`config.mk`:
```
export PLATFORM = sky130hd
export DESIGN_NAME = controlador_conteo
export DESIGN_NICKNAME = d
export VERILOG_FILES = /design/src/rtl/controlador_conteo.sv
export SDC_FILE = /design/constraint.sdc
export NUM_CORES = 1
export LEC_CHECK = 0
export CAP_MARGIN = 10
export CORE_ASPECT_RATIO = 0.6
export CORE_UTILIZATION = 30
export DETAILED_ROUTE_END_ITERATION = 10
export GPL_TIMING_DRIVEN = 0
export HOLD_SLACK_MARGIN = 0.12
export SETUP_SLACK_MARGIN = 0.4
export SYNTH_ARGS = -nofsm -noshare
export SYNTH_HDL_FRONTEND = slang
export SYNTH_SLANG_ARGS = --single-unit
```
`constraint.sdc`:
```
create_clock -name clkNexys2 -period 4.5 [get_ports clkNexys2]
set_input_delay 0.9 -clock clkNexys2 [delete_from_list [all_inputs] [get_ports clkNexys2]]
set_output_delay 0.9 -clock clkNexys2 [all_outputs]
set_load 0.01 [all_outputs]
```
`src/rtl/controlador_conteo.sv`:
```
// controlador_conteo: run/pause/direction controller for an up/down display counter.
// The count advances between programmable limits on each step enable. It has three
// limit policies: wrap, ping-pong and one-shot.
// Ports:
//   clkNexys2  system clock, rising edge
//   Reset      synchronous active-low reset
//   tick       one-cycle step enable
//   iniciar    start/restart button level
//   pausar     pause/resume button level
//   invertir   reverse-direction button level
//   Direccion  start direction (0 up, 1 down)
//   modo       limit policy (00 wrap, 01 ping-pong, 10 one-shot, 11 wrap)
//   limInf     lower limit
//   limSup     upper limit
//   contador   current count (registered)
//   direccion  current direction, 0 up (registered)
//   activo     high while counting up or down (registered)
//   terminal   one-cycle pulse after a limit step (registered)
//   error      sticky flag, set when a start is attempted with limInf > limSup
//   estado     00 PARADO, 01 SUBIENDO, 10 BAJANDO, 11 PAUSA
module controlador_conteo #(
    parameter int unsigned WIDTH = 4
) (
    input  logic             clkNexys2,
    input  logic             Reset,
    input  logic             tick,
    input  logic             iniciar,
    input  logic             pausar,
    input  logic             invertir,
    input  logic             Direccion,
    input  logic [1:0]       modo,
    input  logic [WIDTH-1:0] limInf,
    input  logic [WIDTH-1:0] limSup,
    output logic [WIDTH-1:0] contador,
    output logic             direccion,
    output logic             activo,
    output logic             terminal,
    output logic             error,
    output logic [1:0]       estado
);

    typedef enum logic [1:0] {
        PARADO   = 2'b00,
        SUBIENDO = 2'b01,
        BAJANDO  = 2'b10,
        PAUSA    = 2'b11
    } estado_t;

    estado_t          estado_q, estado_nxt;
    logic             prev_ini, prev_pau, prev_inv;
    logic             ini_edge, pau_edge, inv_edge;
    logic             limites_ok, en_sup, en_inf, paso;
    logic [WIDTH-1:0] contador_nxt;
    logic             direccion_nxt, activo_nxt, terminal_nxt, error_nxt;

    assign ini_edge   = iniciar  & ~prev_ini;
    assign pau_edge   = pausar   & ~prev_pau;
    assign inv_edge   = invertir & ~prev_inv;
    assign limites_ok = (limInf <= limSup);
    // Values beyond a limit (limits moved mid-run) count as being at that limit.
    assign en_sup     = (contador >= limSup);
    assign en_inf     = (contador <= limInf);
    // A tick only steps the count when no higher-priority button edge is present.
    assign paso       = tick & ~ini_edge & ~pau_edge & ~inv_edge;
    assign estado     = estado_q;

    // State register
    always_ff @(posedge clkNexys2) begin
        if (!Reset) begin
            estado_q <= PARADO;
        end else begin
            estado_q <= estado_nxt;
        end
    end

    // Next-state logic
    always_comb begin
        estado_nxt = estado_q;
        if (ini_edge) begin
            if (!limites_ok)    estado_nxt = PARADO;
            else if (Direccion) estado_nxt = BAJANDO;
            else                estado_nxt = SUBIENDO;
        end else begin
            case (estado_q)
                SUBIENDO: begin
                    if (pau_edge)      estado_nxt = PAUSA;
                    else if (inv_edge) estado_nxt = BAJANDO;
                    else if (tick && en_sup) begin
                        if (modo == 2'b01)      estado_nxt = BAJANDO;
                        else if (modo == 2'b10) estado_nxt = PARADO;
                    end
                end
                BAJANDO: begin
                    if (pau_edge)      estado_nxt = PAUSA;
                    else if (inv_edge) estado_nxt = SUBIENDO;
                    else if (tick && en_inf) begin
                        if (modo == 2'b01)      estado_nxt = SUBIENDO;
                        else if (modo == 2'b10) estado_nxt = PARADO;
                    end
                end
                PAUSA: begin
                    // direccion still holds the direction from before the pause
                    if (pau_edge) estado_nxt = direccion ? BAJANDO : SUBIENDO;
                end
                default: estado_nxt = estado_q;
            endcase
        end
    end

    // Output / datapath next values
    always_comb begin
        contador_nxt  = contador;
        terminal_nxt  = 1'b0;
        error_nxt     = error;
        if (ini_edge) begin
            if (limites_ok) begin
                contador_nxt = Direccion ? limSup : limInf;
                error_nxt    = 1'b0;
            end else begin
                error_nxt    = 1'b1;
            end
        end else if (paso && estado_q == SUBIENDO) begin
            if (!en_sup) begin
                contador_nxt = WIDTH'(contador + WIDTH'(1));
            end else begin
                terminal_nxt = 1'b1;
                case (modo)
                    2'b01:   contador_nxt = (limSup > limInf) ? WIDTH'(limSup - WIDTH'(1)) : contador;
                    2'b10:   contador_nxt = contador;
                    default: contador_nxt = limInf;
                endcase
            end
        end else if (paso && estado_q == BAJANDO) begin
            if (!en_inf) begin
                contador_nxt = WIDTH'(contador - WIDTH'(1));
            end else begin
                terminal_nxt = 1'b1;
                case (modo)
                    2'b01:   contador_nxt = (limSup > limInf) ? WIDTH'(limInf + WIDTH'(1)) : contador;
                    2'b10:   contador_nxt = contador;
                    default: contador_nxt = limSup;
                endcase
            end
        end

        // Direction follows the running state; it is held in PAUSA and PARADO.
        direccion_nxt = direccion;
        if (estado_nxt == SUBIENDO)     direccion_nxt = 1'b0;
        else if (estado_nxt == BAJANDO) direccion_nxt = 1'b1;
        activo_nxt = (estado_nxt == SUBIENDO) || (estado_nxt == BAJANDO);
    end

    // Datapath and output registers; button history resets high to block edges from held buttons
    always_ff @(posedge clkNexys2) begin
        if (!Reset) begin
            contador  <= '0;
            direccion <= 1'b0;
            activo    <= 1'b0;
            terminal  <= 1'b0;
            error     <= 1'b0;
            prev_ini  <= 1'b1;
            prev_pau  <= 1'b1;
            prev_inv  <= 1'b1;
        end else begin
            contador  <= contador_nxt;
            direccion <= direccion_nxt;
            activo    <= activo_nxt;
            terminal  <= terminal_nxt;
            error     <= error_nxt;
            prev_ini  <= iniciar;
            prev_pau  <= pausar;
            prev_inv  <= invertir;
        end
    end

endmodule

```
==> results_dict.tcl <==
set metrics [dict create \
    maxCapViolations 0 \
    h-tree-depth 1 \
    p_switching_mw 0.106 \
    p_int_mw 0.234 \
    core_area_um2 4300 \
    cp-startpoint "limInf[1]" \
    max_stage_delay_ns 0.53 \
    worstSetupPathType "input port to register" \
    fin_skew_ns 0.000947 \
    tns_ns 0 \
    clock-root-buffer "clkbuf_8" \
    critical_path.startpoint_type "input port" \
    fin_crit_sh_pct 76.1 \
    fin_hold_ws_ns 0.549 \
    pwr-share-seq_pct 36.5 \
    diodes 0 \
    clk_latency_ns 0.24 \
    drv_slew 0 \
    synth_cell_types 44 \
    r2r_slack_ns 1.91 \
    dieArea_um2 4990 \
    p_sw_share_pct 31.2 \
    ir_drop_mv 0.123 \
    ctsHoldBuffers 0 \
    vias_per_cell 5.17 \
    ys_seq_area_share_pct 18.4 \
    clockBufferDepth 2 \
    worstRegToRegCells 10 \
    setup_viol 0 \
    die_w_um 90.6 \
    comb_power_share_pct 33.2 \
    hold_viol 0 \
    tightest_slew_ns 0.528 \
    path_delay_family "compound AO/OA/AOI/OAI gates" \
    grt_util_all_layers_pct 16.6 \
    grt_max_degree 11 \
    fin_crit_ns 3.43 \
    cp_num_buf_inv 3 \
    syn_nets 217 \
    die_y_um 55.1 \
    status "finished clean" \
    routed_wl_um 3920 \
    holdCritPathClass "register to register" \
    nFillCells 448 \
    crit_chain "clkdlybuf4s50_1 > inv_1 > ha_1 > nor2b_1 > o211a_1 > o21ai_2 > a311o_1 > o21ai_1 > a31oi_1 > inv_1 > ha_1 > nor2b_1" \
    path_depth 12 \
    synth_seq_cells 13 \
    crit_required_ns 4.68 \
    ios 27 \
    grt_pass1_vias 1216 \
    wl_per_cell_um 14.5 \
    finalPower_mw 0.340 \
    initial_core_util_pct 32.8 \
    antenna_left 0 \
    reg2reg_from "contador[1]" \
    place_inst 267 \
    postCtsSetupBuffers 0 \
    syn_area_um2 1410 \
    rows 18 \
    synth_edf_count 0 \
    fin_cells 271 \
    cp.arrival_ns 3.61 \
    power_frac_clock_pct 30.3 \
    grt_pass1_wl_um 6310 \
    synth_flop_cell "dfxtp_1" \
    syn2layout_area_growth_pct 26.2 \
    overflow 0 \
    dp_hpwl_um 3100 \
    crit_fanout 6 \
    max_freq_ghz 0.292 \
    cts_buffers 3 \
    leakagePower_nw 0.718 \
    drt-initial-drc-count 160 \
    gp_congestion 0.940 \
    synthArstFlopShare_pct 0 \
    timing.rr.end "activo" \
    cts_resized 0 \
    ys_warn_count 0 \
    p_per_area_nw_per_um2 191 \
    drc 0 \
    cts_tree "yes" \
    clk_pin_slew_worst_paths_ns 0.05 \
    vias 1401 \
    slew_headroom_pct 64.6 \
    syn_avg_cell_area_um2 7.75 \
    drive_gt1_share_pct 7.58 \
    rsz0062_at_grt "false" \
    first_pass_iters 4 \
    end_kind "register" \
    clock-sinks 13 \
    synthCells 182 \
    nets 247 \
    antenna_found_initial 0 \
    endpoint "activo" \
    cpMaxStageDelayCell "clkdlybuf4s50_1" \
    port_buffers 25 \
]
==> layout make-up <==
| class | instances | area [um2] | share of cell area (%) |
|---|---|---|---|
| plain buffers | 7 | 28.8 | 1.62 |
| repair buffers | 25 | 250 | 14.0 |
| multi-input cells | 148 | 1070 | 60.0 |
| clock buffers | 4 | 45.0 | 2.53 |
| flip-flops and latches | 13 | 260 | 14.6 |
| inverters | 14 | 52.6 | 2.95 |
| well taps | 60 | 75.1 | 4.21 |
==> cell families after synthesis <==
logic type	share of synthesized area, %
buf+inv	5.76
flops	18.4
compound gates	27.5
fa+ha+maj	16.0
simple gates	23.8
mux	2.93
xor+xnor	5.59
==> flip-flops by register name, summed over array words and instances, names as in the netlist <==
register   flops
contador       4
estado         2
activo         1
direccion      1
error          1
prev_ini       1
prev_inv       1
prev_pau       1
terminal       1
==> Yosys cell counts, types with 2 or more instances <==
cell type / instances / area share, %
clkbuf_1: 5 / 1.3
o22ai_1: 2 / 0.89
nand2b_2: 2 / 1.2
o2111ai_1: 2 / 1.2
inv_1: 14 / 3.7
a22oi_1: 2 / 1.1
xor2_1: 3 / 1.9
o21a_1: 2 / 1.1
a211oi_1: 5 / 2.7
a21o_1: 2 / 1.1
o21ai_0: 9 / 3.2
nand2b_1: 4 / 1.8
a21oi_1: 8 / 2.8
nand2_1: 17 / 4.5
nor3b_1: 2 / 1.1
a31oi_1: 3 / 1.3
nand3_1: 5 / 1.8
nor3_1: 3 / 1.1
mux2i_1: 3 / 2.1
nor2_1: 14 / 3.7
and2_1: 2 / 0.89
nor2b_1: 7 / 3.1
ha_1: 18 / 16
buf_2: 2 / 0.71
dfxtp_1: 13 / 18
o211ai_1: 5 / 2.7
a21boi_1: 3 / 1.6
xnor2_1: 6 / 3.7
o2111ai_2: 2 / 2.1
and3_1: 2 / 0.89
a311o_1: 2 / 1.4
==> power groups by stage <==
stage               Combinational [mW]  Clock [mW]  Sequential [mW]
floorplan                       0.0679           0            0.127
global route                     0.125       0.112            0.125
detailed placement               0.111           0            0.126
finish                           0.113       0.103            0.124
CTS                              0.111       0.108            0.124
global placement                 0.111           0            0.126
==> worst min path at each step <==
stage	startpoint	end	slack, ns	cells past startpoint
finish	error	error	0.55	2
global placement	error	error	0.52	2
CTS	error	error	0.54	2
floorplan	direccion	direccion	0.53	2
detailed placement	error	error	0.51	2
global route	error	error	0.58	2
==> metrics by stage <==
stage | setup WS [ns] | utilization, % | area, um2
global route | 0.894 | 41.4 | 1780
floorplan | 1.75 | - | 1410
global placement | 0.814 | 40.4 | 1740
CTS | 1.09 | 41.4 | 1780
detailed placement | 0.844 | 40.4 | 1740
finish | 1.07 | 41.4 | 1780
==> metal layers <==
metal	global-route usage, %	vias to the layer above	routed length [um]
met2	21.5	49	1360
met5	0	-	0
met3	4.64	0	271
met1	26.7	635	2290
li1	-	717	-
met4	0.806	0	0
==> worst min-delay path, stage by stage (launching register included) <==
cell     delay (ns)
dfxtp_1        0.33
o21ai_0        0.09
nor2_1         0.09
==> cells in the final DEF (no fill, tap or decap), types with 3 or more instances in the layout <==
cell type        Yosys  final
nor2_1              14     14
a211oi_1             5      5
nand3_1              5      5
nor2b_1              7      7
clkbuf_8             0      3
a21oi_1              8      8
clkdlybuf4s50_1      0     25
dfxtp_1             13     13
o21ai_0              9      9
mux2i_1              3      3
inv_1               14     14
nand2b_1             4      4
a21boi_1             3      3
o211ai_1             5      5
nor3_1               3      3
ha_1                18     18
clkbuf_1             5      6
xor2_1               3      3
nand2_1             17     17
a31oi_1              3      3
xnor2_1              6      6
No activity file was read; power rests on OpenSTA's default activity.
